===== src/rtl/decoder_param_reg_if.sv =====
// rtl/decoder_param_reg_if.sv - code-in / vector-out handshake bundle for decoder_param_reg
interface decoder_param_reg_if #(
   parameter int IN_W  = 5,
   parameter int OUT_W = 32
);
   logic              in_valid;
   logic              in_ready;
   logic [IN_W-1:0]   in_code;
   logic [1:0]        in_mode;
   logic              in_en;
   logic              out_valid;
   logic              out_ready;
   logic [OUT_W-1:0]  out_vec;
   logic              out_err;
   logic [7:0]        err_cnt;

   // upstream/downstream side (drives codes, consumes vectors)
   modport master (
      output in_valid, in_code, in_mode, in_en, out_ready,
      input  in_ready, out_valid, out_vec, out_err, err_cnt
   );

   // decoder side
   modport slave (
      input  in_valid, in_code, in_mode, in_en, out_ready,
      output in_ready, out_valid, out_vec, out_err, err_cnt
   );
endinterface


===== src/rtl/decoder_param_reg.sv =====
// rtl/decoder_param_reg.sv - registered one-hot/thermometer/inverted decoder with error count
module decoder_param_reg #(
   parameter int IN_W  = 5,
   parameter int OUT_W = 32
) (
   input  logic                  clk,
   input  logic                  rst_n,
   decoder_param_reg_if.slave    bus
);
   localparam logic [OUT_W-1:0] LP_ONE   = {{(OUT_W-1){1'b0}}, 1'b1};
   // OUT_W <= 2**IN_W, so one extra bit always holds the limit
   localparam logic [IN_W:0]    LP_LIMIT = (IN_W+1)'(OUT_W);

   logic              r_valid;
   logic [OUT_W-1:0]  r_vec;
   logic              r_err;
   logic [7:0]        r_cnt;

   logic              w_accept;
   logic              w_oor;
   logic              w_sel;
   logic              w_err;
   logic [OUT_W-1:0]  w_onehot;
   logic [OUT_W-1:0]  w_thermo;
   logic [OUT_W-1:0]  w_vec;

   assign bus.in_ready  = rst_n && (!r_valid || bus.out_ready);
   assign w_accept      = bus.in_valid && bus.in_ready;
   assign w_onehot      = LP_ONE << bus.in_code;
   // bits 0..code set; code = OUT_W-1 wraps the shift to zero and yields all ones
   assign w_thermo      = (w_onehot << 1) - LP_ONE;
   assign w_oor         = {1'b0, bus.in_code} >= LP_LIMIT;
   assign w_sel         = bus.in_en && !w_oor;

   assign bus.out_valid = r_valid;
   assign bus.out_vec   = r_vec;
   assign bus.out_err   = r_err;
   assign bus.err_cnt   = r_cnt;

   // decode the offered beat; disabled or out-of-range beats give the mode's idle pattern
   always_comb begin
      w_vec = '0;
      w_err = 1'b0;
      case (bus.in_mode)
         2'b00: begin
            w_vec = w_sel ? w_onehot : '0;
            w_err = bus.in_en && w_oor;
         end
         2'b01: begin
            w_vec = w_sel ? w_thermo : '0;
            w_err = bus.in_en && w_oor;
         end
         2'b10: begin
            w_vec = w_sel ? ~w_onehot : '1;
            w_err = bus.in_en && w_oor;
         end
         default: begin
            w_vec = '0;
            w_err = 1'b1;
         end
      endcase
   end

   // output register: load on accept (replacing any drained beat), clear on drain, count errors
   always_ff @(posedge clk) begin
      if (!rst_n) begin
         r_valid <= 1'b0;
         r_vec   <= '0;
         r_err   <= 1'b0;
         r_cnt   <= 8'd0;
      end else if (w_accept) begin
         r_valid <= 1'b1;
         r_vec   <= w_vec;
         r_err   <= w_err;
         if (w_err && (r_cnt != 8'hFF)) begin
            r_cnt <= r_cnt + 8'd1;
         end
      end else if (r_valid && bus.out_ready) begin
         r_valid <= 1'b0;
      end
   end
endmodule


===== src/flat_wrapper.sv =====
// flat-port wrapper written by rule: the top's interface ports become plain ports
module decoder_param_reg_flat 
#(
   parameter int IN_W  = 5,
   parameter int OUT_W = 32
)
  (clk, rst_n, bus_in_valid, bus_in_code, bus_in_mode, bus_in_en, bus_out_ready, bus_in_ready, bus_out_valid, bus_out_vec, bus_out_err, bus_err_cnt);
  decoder_param_reg_if #(.IN_W(IN_W), .OUT_W(OUT_W)) bus_i ();
  input  logic clk;
  input  logic rst_n;
  input wire logic [$bits(bus_i.in_valid)-1:0] bus_in_valid;
  input wire logic [$bits(bus_i.in_code)-1:0] bus_in_code;
  input wire logic [$bits(bus_i.in_mode)-1:0] bus_in_mode;
  input wire logic [$bits(bus_i.in_en)-1:0] bus_in_en;
  input wire logic [$bits(bus_i.out_ready)-1:0] bus_out_ready;
  output wire logic [$bits(bus_i.in_ready)-1:0] bus_in_ready;
  output wire logic [$bits(bus_i.out_valid)-1:0] bus_out_valid;
  output wire logic [$bits(bus_i.out_vec)-1:0] bus_out_vec;
  output wire logic [$bits(bus_i.out_err)-1:0] bus_out_err;
  output wire logic [$bits(bus_i.err_cnt)-1:0] bus_err_cnt;
  assign bus_i.in_valid = bus_in_valid;
  assign bus_i.in_code = bus_in_code;
  assign bus_i.in_mode = bus_in_mode;
  assign bus_i.in_en = bus_in_en;
  assign bus_i.out_ready = bus_out_ready;
  assign bus_in_ready = bus_i.in_ready;
  assign bus_out_valid = bus_i.out_valid;
  assign bus_out_vec = bus_i.out_vec;
  assign bus_out_err = bus_i.out_err;
  assign bus_err_cnt = bus_i.err_cnt;
  decoder_param_reg #(.IN_W(IN_W), .OUT_W(OUT_W)) u_core (.clk(clk), .rst_n(rst_n), .bus(bus_i));
endmodule

===== config.mk =====
export PLATFORM = sky130hd
export DESIGN_NAME = decoder_param_reg_flat
export DESIGN_NICKNAME = d
export VERILOG_FILES = /design/src/rtl/decoder_param_reg_if.sv /design/src/rtl/decoder_param_reg.sv /design/src/flat_wrapper.sv
export SDC_FILE = /design/constraint.sdc
export NUM_CORES = 1
export LEC_CHECK = 0
export ABC_AREA = 1
export BUFFER_PORTS_ARGS = -buffer_cell sky130_fd_sc_hd__buf_2
export CAP_MARGIN = 20
export CORE_MARGIN = 2
export CORE_UTILIZATION = 45
export CTS_BUF_LIST = sky130_fd_sc_hd__clkbuf_16
export DETAILED_ROUTE_END_ITERATION = 10
export HOLD_SLACK_MARGIN = 0.1
export PLACE_DENSITY = 0.66
export SLEW_MARGIN = 20
export SYNTH_ARGS = -nofsm -noshare
export SYNTH_HDL_FRONTEND = slang
export SYNTH_SLANG_ARGS = --single-unit
export TNS_END_PERCENT = 30

===== constraint.sdc =====
create_clock -name clk -period 3.7 [get_ports clk]
set_input_delay 0.37 -clock clk [delete_from_list [all_inputs] [get_ports clk]]
set_output_delay 0.37 -clock clk [all_outputs]
set_load 0.03 [all_outputs]

==> impl_metrics.env <==
export IMPL_status="completed"
export IMPL_crit_start="bus_in_en"
export IMPL_antenna_found_initial=0
export IMPL_cts_sinks=42
export IMPL_worst_setup_path_end_kind="flip-flop"
export IMPL_post_cts_setup_buffer_count=0
export IMPL_reg2reg_from="u_core.bus.out_valid"
export IMPL_fin_total_pwr_mw=1.18
export IMPL_final_cell_area_sq_um=3650
export IMPL_root_buffer="clkbuf_16"
export IMPL_synth_seq_area_share_pct=26.2
export IMPL_p_sw_mw=0.393
export IMPL_ys_flop_type="dfxtp_1"
export IMPL_io_buffers=54
export IMPL_grt_setup_unrepaired="false"
export IMPL_fin_skew_ns=0.00364
export IMPL_yosysTopAreaCell="dfxtp_1"
export IMPL_finalCoreUtilization_pct=53.2
export IMPL_start_util_pct=46.8
export IMPL_finalSetupViolCount=0
export IMPL_dp_cells=681
export IMPL_powerDensity_nw_per_um2=324
export IMPL_rows=30
export IMPL_synth_async_reset_ratio_pct=0
export IMPL_path_clk_slew_ns=0.06
export IMPL_startpoint_type="input pin"
export IMPL_r2r_slack_ns=1.95
export IMPL_cell_internal_pwr_mw=0.790
export IMPL_crit_path_end="u_core.bus.out_vec[31]"
export IMPL_cts_tree="done"
export IMPL_cp_required_ns=3.85
export IMPL_antenna_diode_count=0
export IMPL_switching_share_pct=33.2
export IMPL_seqPwrFrac_pct=40.2
export IMPL_gp_congestion=0.981
export IMPL_drc=0
export IMPL_cap_viol_max_count=0
export IMPL_first_global_vias=3426
export IMPL_vias=3834
export IMPL_die_area_sq_um=7830
export IMPL_dpl_worst_slack_ns=1.30
export IMPL_firstDrtPassIters=6
export IMPL_hold_ws_ns=0.307
export IMPL_clk_latency_ns=0.29
export IMPL_wl_per_cell_microns=14.9
export IMPL_syn_instance_count=552
export IMPL_drt_vias_per_instance=5.56
export IMPL_maxSlewHeadroom_pct=42.7
export IMPL_io_pins=55
export IMPL_syn_nets=566
export IMPL_synth_area_leaders="dfxtp_1, nand2_1, nand3_1, o21ai_0, nor2_1"
export IMPL_synth_seq_cells=42
export IMPL_nets=606
export IMPL_drive_gt1_share_pct=16.4
export IMPL_dr_first_iter_drc_count=453
export IMPL_yosys_warnings=0
export IMPL_min_period_over_period_pct=59.6
export IMPL_fin_ws_ns=1.50
export IMPL_grt_start_max_net_pins=35
export IMPL_fmax_ghz=0.454
export IMPL_setup_tns_final_ns=0
export IMPL_place_area_sq_um=3510
export IMPL_layoutNonFillerInstCount=689
export IMPL_critPathArrivalTime_ns=2.35
export IMPL_synth_area_sq_um=3210
export IMPL_hold_viol_final=0
export IMPL_p_clk_share_pct=35.9
export IMPL_n_fill_cell=738
export IMPL_post_route_min_period_ns=2.20
export IMPL_die_h_microns=88.5
export IMPL_worstMarginPinSlew_ns=0.856
export IMPL_p_leak_nw=1.71
export IMPL_timing_rr_end="u_core.bus.err_cnt[7]"
export IMPL_clock_path_buffers=2
export IMPL_yosys_area_top_type_share_pct=26.2
export IMPL_syn_area_per_cell_sq_um=5.82
export IMPL_area_delta_synth_final_pct=13.7
export IMPL_cts_repair_resized=0
export IMPL_ctsHtreeMaxLevel=2
export IMPL_r2r_cells=9
export IMPL_combPwrFrac_pct=23.9
export IMPL_hold_path_class="in2reg"
export IMPL_globalRouteTotalUtil_pct=27.1
export IMPL_synth_cell_types=31
export IMPL_cts_buffers=5
export IMPL_ir_worst_vdd_mv=0.220
export IMPL_final_max_slew_viol_count=0
export IMPL_ant_nets=0
export IMPL_critical_path_class="in2reg"
export IMPL_gr_total_overflow=0
export IMPL_die_w_microns=88.5
export IMPL_holdBufCountCts=0
export IMPL_worst_path_max_fanout=26
export IMPL_grt_pass1_wl_mm=16.7
export IMPL_finalWirelength_mm=10.3
export IMPL_core_sq_um=6870
export IMPL_dp_hpwl_mm=7.50
export IMPL_synth_edf_count=0
-- layout by cell type, fill, tap and decap left out, drive strengths merged --
| cell | count |
|---|---|
| a21oi | 45 |
| buf | 60 |
| clkbuf | 5 |
| clkinv | 3 |
| clkinvlp | 1 |
| dfxtp | 42 |
| ha | 2 |
| inv | 45 |
| mux2 | 1 |
| nand2 | 156 |
| nand3 | 77 |
| nand4 | 5 |
| nor2 | 79 |
| nor3 | 7 |
| nor4 | 5 |
| o2111ai | 1 |
| o211ai | 3 |
| o21ai | 52 |
| o311ai | 2 |
| o31ai | 1 |
| xnor2 | 1 |
-- registers in the layout (all words and copies together) (netlist names) --
register	cells
u_core.bus.out_vec	32
u_core.bus.err_cnt	8
u_core.bus.out_err	1
u_core.bus.out_valid	1
-- logic make-up (layout without fill, tap and decap cells) --
| logic type | after synthesis | in the layout | share of synthesized area (%) |
|---|---|---|---|
| adders and majority gates | 2 | 2 | 0.778 |
| xor gates and xnor gates | 1 | 1 | 0.273 |
| DFF | 42 | 42 | 26.2 |
| buffers and inverters | 73 | 114 | 9.65 |
| muxes | 1 | 1 | 0.350 |
| AOI/OAI and AO/OA | 104 | 104 | 17.1 |
| and+or+nand+nor | 329 | 329 | 45.7 |
-- worst max-delay path: stages --
cell	delay (ns)
buf_2	0.40
inv_1	0.08
buf_4	0.24
nor2_1	0.45
inv_1	0.28
o21ai_0	0.21
nand2_1	0.07
inv_1	0.06
nand2_1	0.06
nand2_1	0.08
a21oi_2	0.05
-- worst min-delay path by stage --
stage | startpoint | to | slack [ns] | cells past startpoint
floorplan | bus_in_valid | u_core.bus.out_valid | 0.49 | 2
global placement | u_core.bus.err_cnt[4] | u_core.bus.err_cnt[4] | 0.45 | 2
detailed placement | u_core.bus.err_cnt[4] | u_core.bus.err_cnt[4] | 0.45 | 2
CTS | bus_in_valid | u_core.bus.out_valid | 0.31 | 3
global route | bus_in_valid | u_core.bus.out_valid | 0.33 | 3
finish | bus_in_valid | u_core.bus.out_valid | 0.31 | 3
-- power groups by stage --
stage               Sequential (mW)  Clock (mW)  Combinational [mW]
floorplan                     0.515           0               0.177
global placement              0.485           0               0.276
detailed placement            0.486           0               0.276
CTS                           0.476       0.431               0.277
global route                  0.477       0.457               0.312
finish                        0.475       0.425               0.282
-- cell usage after synthesis, types with 2 or more instances --
master	n
nand2_1	151
o21ai_0	50
buf_2	5
clkbuf_1	17
nor2_4	5
a21oi_2	2
a21oi_1	43
inv_2	5
o21ai_1	2
nand3_1	75
o311ai_0	2
buf_4	2
nand4_1	5
o211ai_1	3
nand2_2	4
nor2_1	64
ha_1	2
buf_6	3
nor4_1	5
nor3_1	7
inv_1	40
nand3_2	2
dfxtp_1	42
nor2_2	9
-- area by class of cell --
cell class / instances / area, sq um / share of cell area, %
multi-input combinational: 437 / 2060 / 56.5
inverter: 46 / 173 / 4.73
clock buffer: 5 / 125 / 3.42
sequential: 42 / 841 / 23.0
timing repair buffer: 60 / 315 / 8.63
clock inverter: 3 / 16.3 / 0.445
tap: 96 / 120 / 3.29
-- metal layers --
metal / global-route usage, % / wire length (microns)
met5: 0 / 0
met4: 10.3 / 313
met3: 5.04 / 763
met2: 44.3 / 4750
met1: 35.4 / 4460
Power figures use the tool's default switching activity.
